===== src/rtl/reg_write_arbiter_if.sv =====
// Port bundle between the requesters / register bank and reg_write_arbiter.
// Handshake: Req is a level held by a requester until its one-hot Done pulse;
// Grant is the one-hot owner for the GRANT and WRITE cycles, Done pulses for one
// cycle when the write has finished, and FlushReq is a level sampled only in IDLE.
interface reg_write_arbiter_if #(
    parameter int NREQ = 4,
    parameter int NREG = 8,
    parameter int AW   = 3,
    parameter int DW   = 5
) ();
    logic [NREQ-1:0]    Req;
    logic [NREQ*AW-1:0] ReqAddr;
    logic [NREQ*DW-1:0] ReqData;
    logic               FlushReq;
    logic [NREQ-1:0]    Grant;
    logic [NREQ-1:0]    Done;
    logic [NREG-1:0]    RegLoad;
    logic [NREG-1:0]    RegClear;
    logic [DW-1:0]      WrData;
    logic               Busy;
    logic               AddrErr;
    logic [2:0]         DbgState;

    modport master (
        output Req, ReqAddr, ReqData, FlushReq,
        input  Grant, Done, RegLoad, RegClear, WrData, Busy, AddrErr, DbgState
    );

    modport slave (
        input  Req, ReqAddr, ReqData, FlushReq,
        output Grant, Done, RegLoad, RegClear, WrData, Busy, AddrErr, DbgState
    );
endinterface


===== src/rtl/reg_write_arbiter.sv =====
// Write-port sequencer and arbiter for a bank of NREG registers, with bank flush.
// Define REGARB_FIXED_PRIO_EN for fixed lowest-index priority instead of round-robin.
module reg_write_arbiter #(
    parameter int NREQ = 4,
    parameter int NREG = 8,
    parameter int AW   = 3,
    parameter int DW   = 5
) (
    input logic                Clock,
    input logic                Clear,
    reg_write_arbiter_if.slave bus
);
    localparam int PW = (NREQ > 1) ? $clog2(NREQ) : 1;
    localparam logic [AW:0] NREG_LIMIT = (AW+1)'(NREG);

    localparam logic [2:0] IDLE  = 3'd0;
    localparam logic [2:0] GRANT = 3'd1;
    localparam logic [2:0] WRITE = 3'd2;
    localparam logic [2:0] DONE  = 3'd3;
    localparam logic [2:0] FLUSH = 3'd4;

    if ((1 << AW) < NREG) begin : gBadAddrWidth
        $error("reg_write_arbiter: AW too small for NREG");
    end

    logic [2:0]      state;
    logic [PW-1:0]   winner;
    logic [PW-1:0]   latWin;
    logic [AW-1:0]   latAddr;
    logic [AW-1:0]   selAddr;
    logic [DW-1:0]   selData;
    logic            anyReq;
    logic            addrOk;
    logic [NREG-1:0] loadVec;

    assign anyReq       = |bus.Req;
    assign addrOk       = {1'b0, latAddr} < NREG_LIMIT;
    assign loadVec      = addrOk ? (NREG'(1) << latAddr) : '0;
    assign bus.DbgState = state;

`ifdef REGARB_FIXED_PRIO_EN
    always_comb begin
        winner = '0;
        for (int i = NREQ-1; i >= 0; i--) begin
            if (bus.Req[i]) winner = PW'(i);
        end
    end
`else
    logic [PW-1:0]     ptr;
    logic [PW-1:0]     nextPtr;
    logic [2*NREQ-1:0] reqDbl;
    logic [NREQ-1:0]   reqRot;
    logic [PW-1:0]     offset;
    logic [PW:0]       sum;

    // Rotate Req so bit 0 is the requester at ptr, then map the first hit back.
    always_comb begin
        reqDbl = {bus.Req, bus.Req} >> ptr;
        reqRot = reqDbl[NREQ-1:0];
        offset = '0;
        for (int i = NREQ-1; i >= 0; i--) begin
            if (reqRot[i]) offset = PW'(i);
        end
        sum = {1'b0, ptr} + {1'b0, offset};
        if (sum >= (PW+1)'(NREQ)) begin
            winner = PW'(sum - (PW+1)'(NREQ));
        end else begin
            winner = sum[PW-1:0];
        end
    end

    assign nextPtr = (latWin == PW'(NREQ-1)) ? '0 : latWin + PW'(1);
`endif

    always_comb begin
        selAddr = '0;
        selData = '0;
        for (int i = 0; i < NREQ; i++) begin
            if (winner == PW'(i)) begin
                selAddr = bus.ReqAddr[i*AW +: AW];
                selData = bus.ReqData[i*DW +: DW];
            end
        end
    end

    always_ff @(posedge Clock or posedge Clear) begin
        if (Clear) begin
            state        <= IDLE;
            latWin       <= '0;
            latAddr      <= '0;
            bus.Grant    <= '0;
            bus.Done     <= '0;
            bus.RegLoad  <= '0;
            bus.RegClear <= '0;
            bus.WrData   <= '0;
            bus.Busy     <= 1'b0;
            bus.AddrErr  <= 1'b0;
`ifndef REGARB_FIXED_PRIO_EN
            ptr          <= '0;
`endif
        end else begin
            case (state)
                IDLE: begin
                    if (bus.FlushReq) begin
                        state        <= FLUSH;
                        bus.RegClear <= '1;
                        bus.Busy     <= 1'b1;
                    end else if (anyReq) begin
                        state      <= GRANT;
                        latWin     <= winner;
                        latAddr    <= selAddr;
                        bus.WrData <= selData;
                        bus.Grant  <= NREQ'(1) << winner;
                        bus.Busy   <= 1'b1;
                    end else begin
                        bus.Busy <= 1'b0;
                    end
                end
                GRANT: begin
                    state       <= WRITE;
                    bus.RegLoad <= loadVec;
                end
                WRITE: begin
                    state       <= DONE;
                    bus.RegLoad <= '0;
                    bus.Grant   <= '0;
                    bus.Done    <= NREQ'(1) << latWin;
                    bus.AddrErr <= ~addrOk;
                end
                DONE: begin
                    state       <= IDLE;
                    bus.Done    <= '0;
                    bus.AddrErr <= 1'b0;
                    bus.Busy    <= 1'b0;
`ifndef REGARB_FIXED_PRIO_EN
                    ptr         <= nextPtr;
`endif
                end
                FLUSH: begin
                    state        <= IDLE;
                    bus.RegClear <= '0;
                    bus.Busy     <= 1'b0;
                end
                default: begin
                    state        <= IDLE;
                    bus.Grant    <= '0;
                    bus.Done     <= '0;
                    bus.RegLoad  <= '0;
                    bus.RegClear <= '0;
                    bus.Busy     <= 1'b0;
                    bus.AddrErr  <= 1'b0;
                end
            endcase
        end
    end
endmodule


===== src/flat_wrapper.sv =====
// flat-port wrapper written by rule: the top's interface ports become plain ports
module reg_write_arbiter_flat 
#(
    parameter int NREQ = 4,
    parameter int NREG = 8,
    parameter int AW   = 3,
    parameter int DW   = 5
)
  (Clock, Clear, bus_Req, bus_ReqAddr, bus_ReqData, bus_FlushReq, bus_Grant, bus_Done, bus_RegLoad, bus_RegClear, bus_WrData, bus_Busy, bus_AddrErr, bus_DbgState);
  reg_write_arbiter_if #(.NREQ(NREQ), .NREG(NREG), .AW(AW), .DW(DW)) bus_i ();
  input logic Clock;
  input logic Clear;
  input wire logic [$bits(bus_i.Req)-1:0] bus_Req;
  input wire logic [$bits(bus_i.ReqAddr)-1:0] bus_ReqAddr;
  input wire logic [$bits(bus_i.ReqData)-1:0] bus_ReqData;
  input wire logic [$bits(bus_i.FlushReq)-1:0] bus_FlushReq;
  output wire logic [$bits(bus_i.Grant)-1:0] bus_Grant;
  output wire logic [$bits(bus_i.Done)-1:0] bus_Done;
  output wire logic [$bits(bus_i.RegLoad)-1:0] bus_RegLoad;
  output wire logic [$bits(bus_i.RegClear)-1:0] bus_RegClear;
  output wire logic [$bits(bus_i.WrData)-1:0] bus_WrData;
  output wire logic [$bits(bus_i.Busy)-1:0] bus_Busy;
  output wire logic [$bits(bus_i.AddrErr)-1:0] bus_AddrErr;
  output wire logic [$bits(bus_i.DbgState)-1:0] bus_DbgState;
  assign bus_i.Req = bus_Req;
  assign bus_i.ReqAddr = bus_ReqAddr;
  assign bus_i.ReqData = bus_ReqData;
  assign bus_i.FlushReq = bus_FlushReq;
  assign bus_Grant = bus_i.Grant;
  assign bus_Done = bus_i.Done;
  assign bus_RegLoad = bus_i.RegLoad;
  assign bus_RegClear = bus_i.RegClear;
  assign bus_WrData = bus_i.WrData;
  assign bus_Busy = bus_i.Busy;
  assign bus_AddrErr = bus_i.AddrErr;
  assign bus_DbgState = bus_i.DbgState;
  reg_write_arbiter #(.NREQ(NREQ), .NREG(NREG), .AW(AW), .DW(DW)) u_core (.Clock(Clock), .Clear(Clear), .bus(bus_i));
endmodule

===== config.mk =====
export PLATFORM = sky130hd
export DESIGN_NAME = reg_write_arbiter_flat
export DESIGN_NICKNAME = d
export VERILOG_FILES = /design/src/rtl/reg_write_arbiter_if.sv /design/src/rtl/reg_write_arbiter.sv /design/src/flat_wrapper.sv
export SDC_FILE = /design/constraint.sdc
export NUM_CORES = 1
export LEC_CHECK = 0
export CAP_MARGIN = 0
export CORE_ASPECT_RATIO = 1.25
export CORE_MARGIN = 2
export CORE_UTILIZATION = 45
export DETAILED_ROUTE_END_ITERATION = 10
export PLACE_DENSITY = 0.82
export SLEW_MARGIN = 10
export SYNTH_ARGS = -nofsm -noshare
export SYNTH_HDL_FRONTEND = slang
export SYNTH_SLANG_ARGS = --single-unit

===== constraint.sdc =====
create_clock -name Clock -period 6.1 [get_ports Clock]
set_input_delay 0.915 -clock Clock [delete_from_list [all_inputs] [get_ports Clock]]
set_output_delay 0.915 -clock Clock [all_outputs]
set_load 0.05 [all_outputs]

After elaboration in Yosys (flattened, before gate mapping)
Index checks and enable logic that the tools add are counted.
{ "classes": {"shift": 4, "eq_ne": 12, "order_cmp": 1, "muxes": 27, "n_bitwise": 3, "div": 0, "n_reduce_logical": 11, "n_addsub": 3, "n_mul": 0} }
{ "op_table": {"columns": ["cell", "count"], "rows": [
  ["8-bit one-hot mux with 2 select lines", 2],
  ["5-bit 2-to-1 mux", 4],
  ["3-bit 2-to-1 mux", 6],
  ["4-bit one-hot mux with 2 select lines", 2],
  ["2-bit 2-to-1 mux", 6],
  ["3-bit OR reduction", 4],
  ["3-bit one-hot mux with 3 select lines", 1],
  ["4-bit 2-to-1 mux", 2],
  ["8-bit 2-to-1 mux", 1],
  ["1-bit by 2-bit left shift with 4-bit output (first input constant)", 2],
  ["1-bit by 3-bit left shift with 8-bit output (first input constant)", 1],
  ["8-bit by 2-bit right shift with 4-bit output", 1],
  ["2-bit == test (second input constant)", 3],
  ["3-bit by 2-bit == test with 1-bit output (second input constant)", 2],
  ["3-bit AND reduction", 2],
  ["2-bit inequality test (second input constant)", 2],
  ["4-bit OR reduction", 1],
  ["2-bit by 2-bit adder with 3-bit output", 1],
  ["3-bit by 1-bit == test with 1-bit output (second input constant)", 1],
  ["3-bit == test (second input constant)", 1],
  ["3-bit greater-or-equal comparator (second input constant)", 1],
  ["3-bit zero test", 1],
  ["3-bit by 2-bit inequality test with 1-bit output (second input constant)", 1],
  ["1-bit NOT", 3],
  ["9 further kinds", 10]
]} }
{ "totals": {"ff_bits": 40, "rom_bits": 0, "ram_bits": 0, "latchBits": 0, "mem_count": 0, "input_bits": 39, "out_inout_bits": 34, "word_cells": 71} }

Longest topological paths before layout
{ "depth": {"word_depth": 13, "mapped_depth": 10, "mapped_depth_nobuf": 10} }

Worst setup path after synthesis
Ideal clock, no wire load.
{ "synth_path": {"kind": "in2reg", "start": "input port bus_Req[2]", "end": "register u_core.bus.WrData[0]", "n_path_buf": 1, "t_required_ps": 5969, "arrival_ps": 2675, "setup_slack_ps": 3293, "setup_time_ps": 131, "cell_stages": 9, "cell_sequence": "buf_4 o311ai_0 o21ai_0 o221ai_1 ha_1 xor2_1 nand4_2 a221oi_1 o31ai_1"} }
{ "synth_between": {"elab_chain_cells": 13, "word_cells_on_any_way": 19, "classes_between": "add/sub (2); order compare (1); eq/ne (3); shift (1); mux (9); reduce/logical (3)"} }
{ "synth_lines": {"columns": ["item", "line_no", "text"], "rows": [
  ["start, declared", "flat_wrapper.sv:13", "input wire logic [$bits(bus_i.Req)-1:0] bus_Req;"],
  ["8-bit by 2-bit right shift with 4-bit output", "reg_write_arbiter.sv:58", "reqDbl = {bus.Req, bus.Req} >> ptr;"],
  ["2-bit 2-to-1 mux (4 in series)", "reg_write_arbiter.sv:62", "if (reqRot[i]) offset = PW'(i);"],
  ["2-bit by 2-bit adder with 3-bit output", "reg_write_arbiter.sv:64", "sum = {1'b0, ptr} + {1'b0, offset};"],
  ["3-bit greater-or-equal comparator / 2-bit by 1-bit subtractor with 2-bit output (equally long branches)", "reg_write_arbiter.sv:65, reg_write_arbiter.sv:66", null],
  ["2-bit 2-to-1 mux", "reg_write_arbiter.sv:65", "if (sum >= (PW+1)'(NREQ)) begin"],
  ["2-bit zero test", "reg_write_arbiter.sv:79", "if (winner == PW'(i)) begin"],
  ["5-bit 2-to-1 mux (4 in series)", "reg_write_arbiter.sv:79", null],
  ["end signal, assigned", "reg_write_arbiter.sv:112", "bus.WrData <= selData;"],
  ["end, declared", "reg_write_arbiter_if.sv:31", "output Grant, Done, RegLoad, RegClear, WrData, Busy, AddrErr, DbgState"]
]} }
Several ways; a longest one is shown, not always the timed one.
A chain may end at the register's enable or synchronous reset.

Worst setup path after layout
{ "layout_path": {"start": "input port bus_Req[3]", "end": "register u_core.bus.WrData[3]"} }
{ "layout_between": {"elab_chain_cells": 13, "word_cells_on_any_way": 19, "classes_between": "add/sub (2); order compare (1); eq/ne (3); shift (1); mux (9); reduce/logical (3)"} }
{ "layout_lines": {"columns": ["item", "line_no", "text"], "rows": [
  ["8-bit by 2-bit right shift with 4-bit output *", "reg_write_arbiter.sv:58", null],
  ["2-bit 2-to-1 mux (3 in series)", "reg_write_arbiter.sv:62", null],
  ["2-bit 2-to-1 mux *", "reg_write_arbiter.sv:62", null],
  ["2-bit by 2-bit adder with 3-bit output *", "reg_write_arbiter.sv:64", null],
  ["named net u_core.sum[0]", "reg_write_arbiter.sv:54", "logic [PW:0] sum;"],
  ["3-bit greater-or-equal comparator / 2-bit by 1-bit subtractor with 2-bit output (equally long branches)", "reg_write_arbiter.sv:65, reg_write_arbiter.sv:66", null],
  ["2-bit 2-to-1 mux *", "reg_write_arbiter.sv:65", null],
  ["2-bit zero test", "reg_write_arbiter.sv:79", null],
  ["5-bit 2-to-1 mux (3 in series)", "reg_write_arbiter.sv:79", null],
  ["5-bit 2-to-1 mux *", "reg_write_arbiter.sv:79", null]
]} }
The timed path passes the listed nets; every way through them passes the cells marked *.

==> run metrics <==
CP arrival 3520 ps; H-tree depth 2; clock sink count 33; routed wl met2 2240 um; # diodes 0; Core ar. 4130 um2; CTS Buf Count 5; layout cells sized above 1 0.0661; Root Buffer clkbuf_8; commonest non-fill, non-tap cell in the layout clkdlybuf4s50_1; initial antenna violation count 0; pins over their slew limit 0; via/cell ratio 5.51; CTS resizes 0; Yosys warnings 0; top cell type's share of synthesized area 0.420; r2r endpoint u_core.bus.WrData[3]$_DFFE_PP0P_; #FFs+latches synth 33; Hold WC Path Type reg2reg; uppermost layer routed met4; final-report setup violation count 0; Fin. Hold Viols 0; critical path's slowest cell ha_1; RSZ-0062 raised after global routing false; met1 wire length 1930 um; Slew HR 0.388; post-route ant nets 0; Max Cap Viol 0; Post-Syn Nets 239; RePlAce Congestion 0.771; Peak VDD IR 0.324 mV; DR pass1 iterations 4; Clock Latency Late Sink 290 ps; Final period util 0.552; Post-Syn Area 1970 um2; Post-synth ARST share 1.00; global-route wire length before repair 7690 um; vias in the first global route 1700; Fmax 0.297 GHz; Worst R2R Path Depth 8; skew final 6.09 ps; largest net degree at the start of global routing 35; Tmin final 3370 ps; Most used DFF post-synth dfrtp_1; # fillers 373; Starting Density 0.476; post-route setup slack 2730 ps; DR iter-0 viols 43; clock-pin slew on the worst setup and hold paths 70 ps; most frequent cells in the layout 71 x clkdlybuf4s50_1, 33 x dfrtp_1, 21 x nor2b_1; Setup TNS 0 ps; Seq/Total Area, Yosys 0.420; top fanout value on the critical path 34; Hold EP u_core.bus.WrData[3]$_DFFE_PP0P_; Vias 1725; DR DRC count 0; CTS max path bufs 2; flop-to-flop setup slack 3420 ps; crit start category primary input; Leakage Power 1.09 nW; Crit. End Element flip-flop; hold path startpoint u_core.bus.WrData[3]$_DFFE_PP0P_; number of hold buffers added after CTS 0; Congestion Overflow GR 0; total track usage 0.200; CTS tree done; most area-consuming cells after synthesis dfrtp_1 42%, nor2b_1 6.7%, a22o_1 4.9%; library cell with the largest summed area after synthesis dfrtp_1; EDFF count, synth 0; Mapped Cells 195; FF-to-FF Start u_core.ptr[0]$_DFFE_PP0P_; DIE WIDTH 63.2 um; count of cell types in the netlist 42; Post-CTS Setup Repair Bufs 0; WL per Instance 14.7 um; final core utilization 0.664; NumNets Final 300; Die Area 4920 um2; # rows 26; kind of critical path in2reg; pwr dens 593 nW/um2; mean post-synth cell area 10.1 um2; wire length on met3 350 um; port buffer count 71; num ports 73; WL final 4590 um; area grow syn2layout 39.4%; hold depth 2; outcome complete, no violations; Worst path max stage delay 910 ps; Critical Path RT 6250 ps; Detailed Place HPWL 3410 um; post-place setup slack 2450 ps; Worst-Margin Slew 918 ps; Die Height 77.9 um; CP Cell Sequence clkdlybuf4s50_1, inv_1, nand3_1, o311ai_0, o21ai_0, o221ai_1, ha_1, nor2b_1, a2111oi_1, o31ai_1
-- worst max-delay path, delay by kind of cell --
family / cells / cell delay, ps
AND/OR/NAND/NOR: 2 / 190
buffers and inverters: 2 / 690
AO/OA/AOI/OAI: 5 / 790
adder cells (fa/ha/maj): 1 / 910
-- state kept, by name (all words and copies together) (netlist names) --
register,flops
u_core.bus.RegLoad,8
u_core.bus.WrData,5
u_core.bus.Done,4
u_core.bus.Grant,4
u_core.bus.DbgState,3
u_core.latAddr,3
u_core.latWin,2
u_core.ptr,2
u_core.bus.Busy,1
u_core.bus.RegClear,1
-- layer usage --
metal | global-route usage | vias up
met5 | 0 | -
met1 | 0.229 | 799
met2 | 0.347 | 78
li1 | - | 841
met3 | 0.0623 | 7
met4 | 0.0733 | 0
-- cells in the mapped netlist (5+ instances only) --
| master | count |
|---|---|
| inv_1 | 7 |
| ha_1 | 5 |
| a22o_1 | 11 |
| buf_4 | 9 |
| clkbuf_1 | 7 |
| a221oi_1 | 9 |
| o31ai_1 | 9 |
| a2111oi_1 | 8 |
| nand2_1 | 15 |
| dfrtp_1 | 33 |
| nor2_1 | 10 |
| nor2b_1 | 21 |
-- cell type report --
class                   instances  area, um2  share of cell area
inverters                       7       26.3             0.00958
well taps                      56       70.1              0.0255
flip-flops and latches         33        826               0.301
clock inverters                 3       22.5             0.00821
repair buffers                 72        718               0.262
clock buffers                   5       68.8              0.0251
multi-input cells             137       1010               0.369
-- cell families after synthesis --
| logic type | synth area share |
|---|---|
| AND/OR/NAND/NOR | 0.188 |
| AO/OA/AOI/OAI | 0.263 |
| flip-flops | 0.420 |
| buffers and inverters | 0.0661 |
| adder cells (fa/ha/maj) | 0.0318 |
| XOR/XNOR | 0.0134 |
| multiplexers | 0.0165 |
| other | 0.00191 |
-- worst max-delay path by stage --
stage | start | endpoint | slack, ps | depth (start not counted)
after detailed placement | bus_Req[3] | u_core.bus.WrData[3]$_DFFE_PP0P_ | 2450 | 10
after CTS | bus_Req[3] | u_core.latAddr[1]$_DFFE_PP0P_ | 2750 | 10
after global placement | bus_Req[3] | u_core.bus.WrData[4]$_DFFE_PP0P_ | 2570 | 10
after floorplan | bus_Req[2] | u_core.bus.WrData[0]$_DFFE_PP0P_ | 3290 | 9
final | bus_Req[3] | u_core.bus.WrData[3]$_DFFE_PP0P_ | 2730 | 10
after global routing | bus_Req[3] | u_core.latAddr[1]$_DFFE_PP0P_ | 2490 | 10
-- where the power goes --
part / internal (mW) / switching (mW) / total, mW / leakage, nW
Sequential: 0.307 / 0.101 / 0.408 / 0.429
Clock: 0.0799 / 0.0846 / 0.165 / 0.0364
Combinational: 0.384 / 0.671 / 1.05 / 0.624
-- per-stage QoR --
stage	hold slack, ps	instances	area (um2)	total power [mW]
after floorplan	464	195	1970	1.21
after global placement	469	305	2650	1.45
after detailed placement	470	305	2650	1.47
after CTS	490	313	2740	1.64
after global routing	523	313	2740	1.74
final	491	313	2740	1.63
Power figures use the tool's default switching activity.
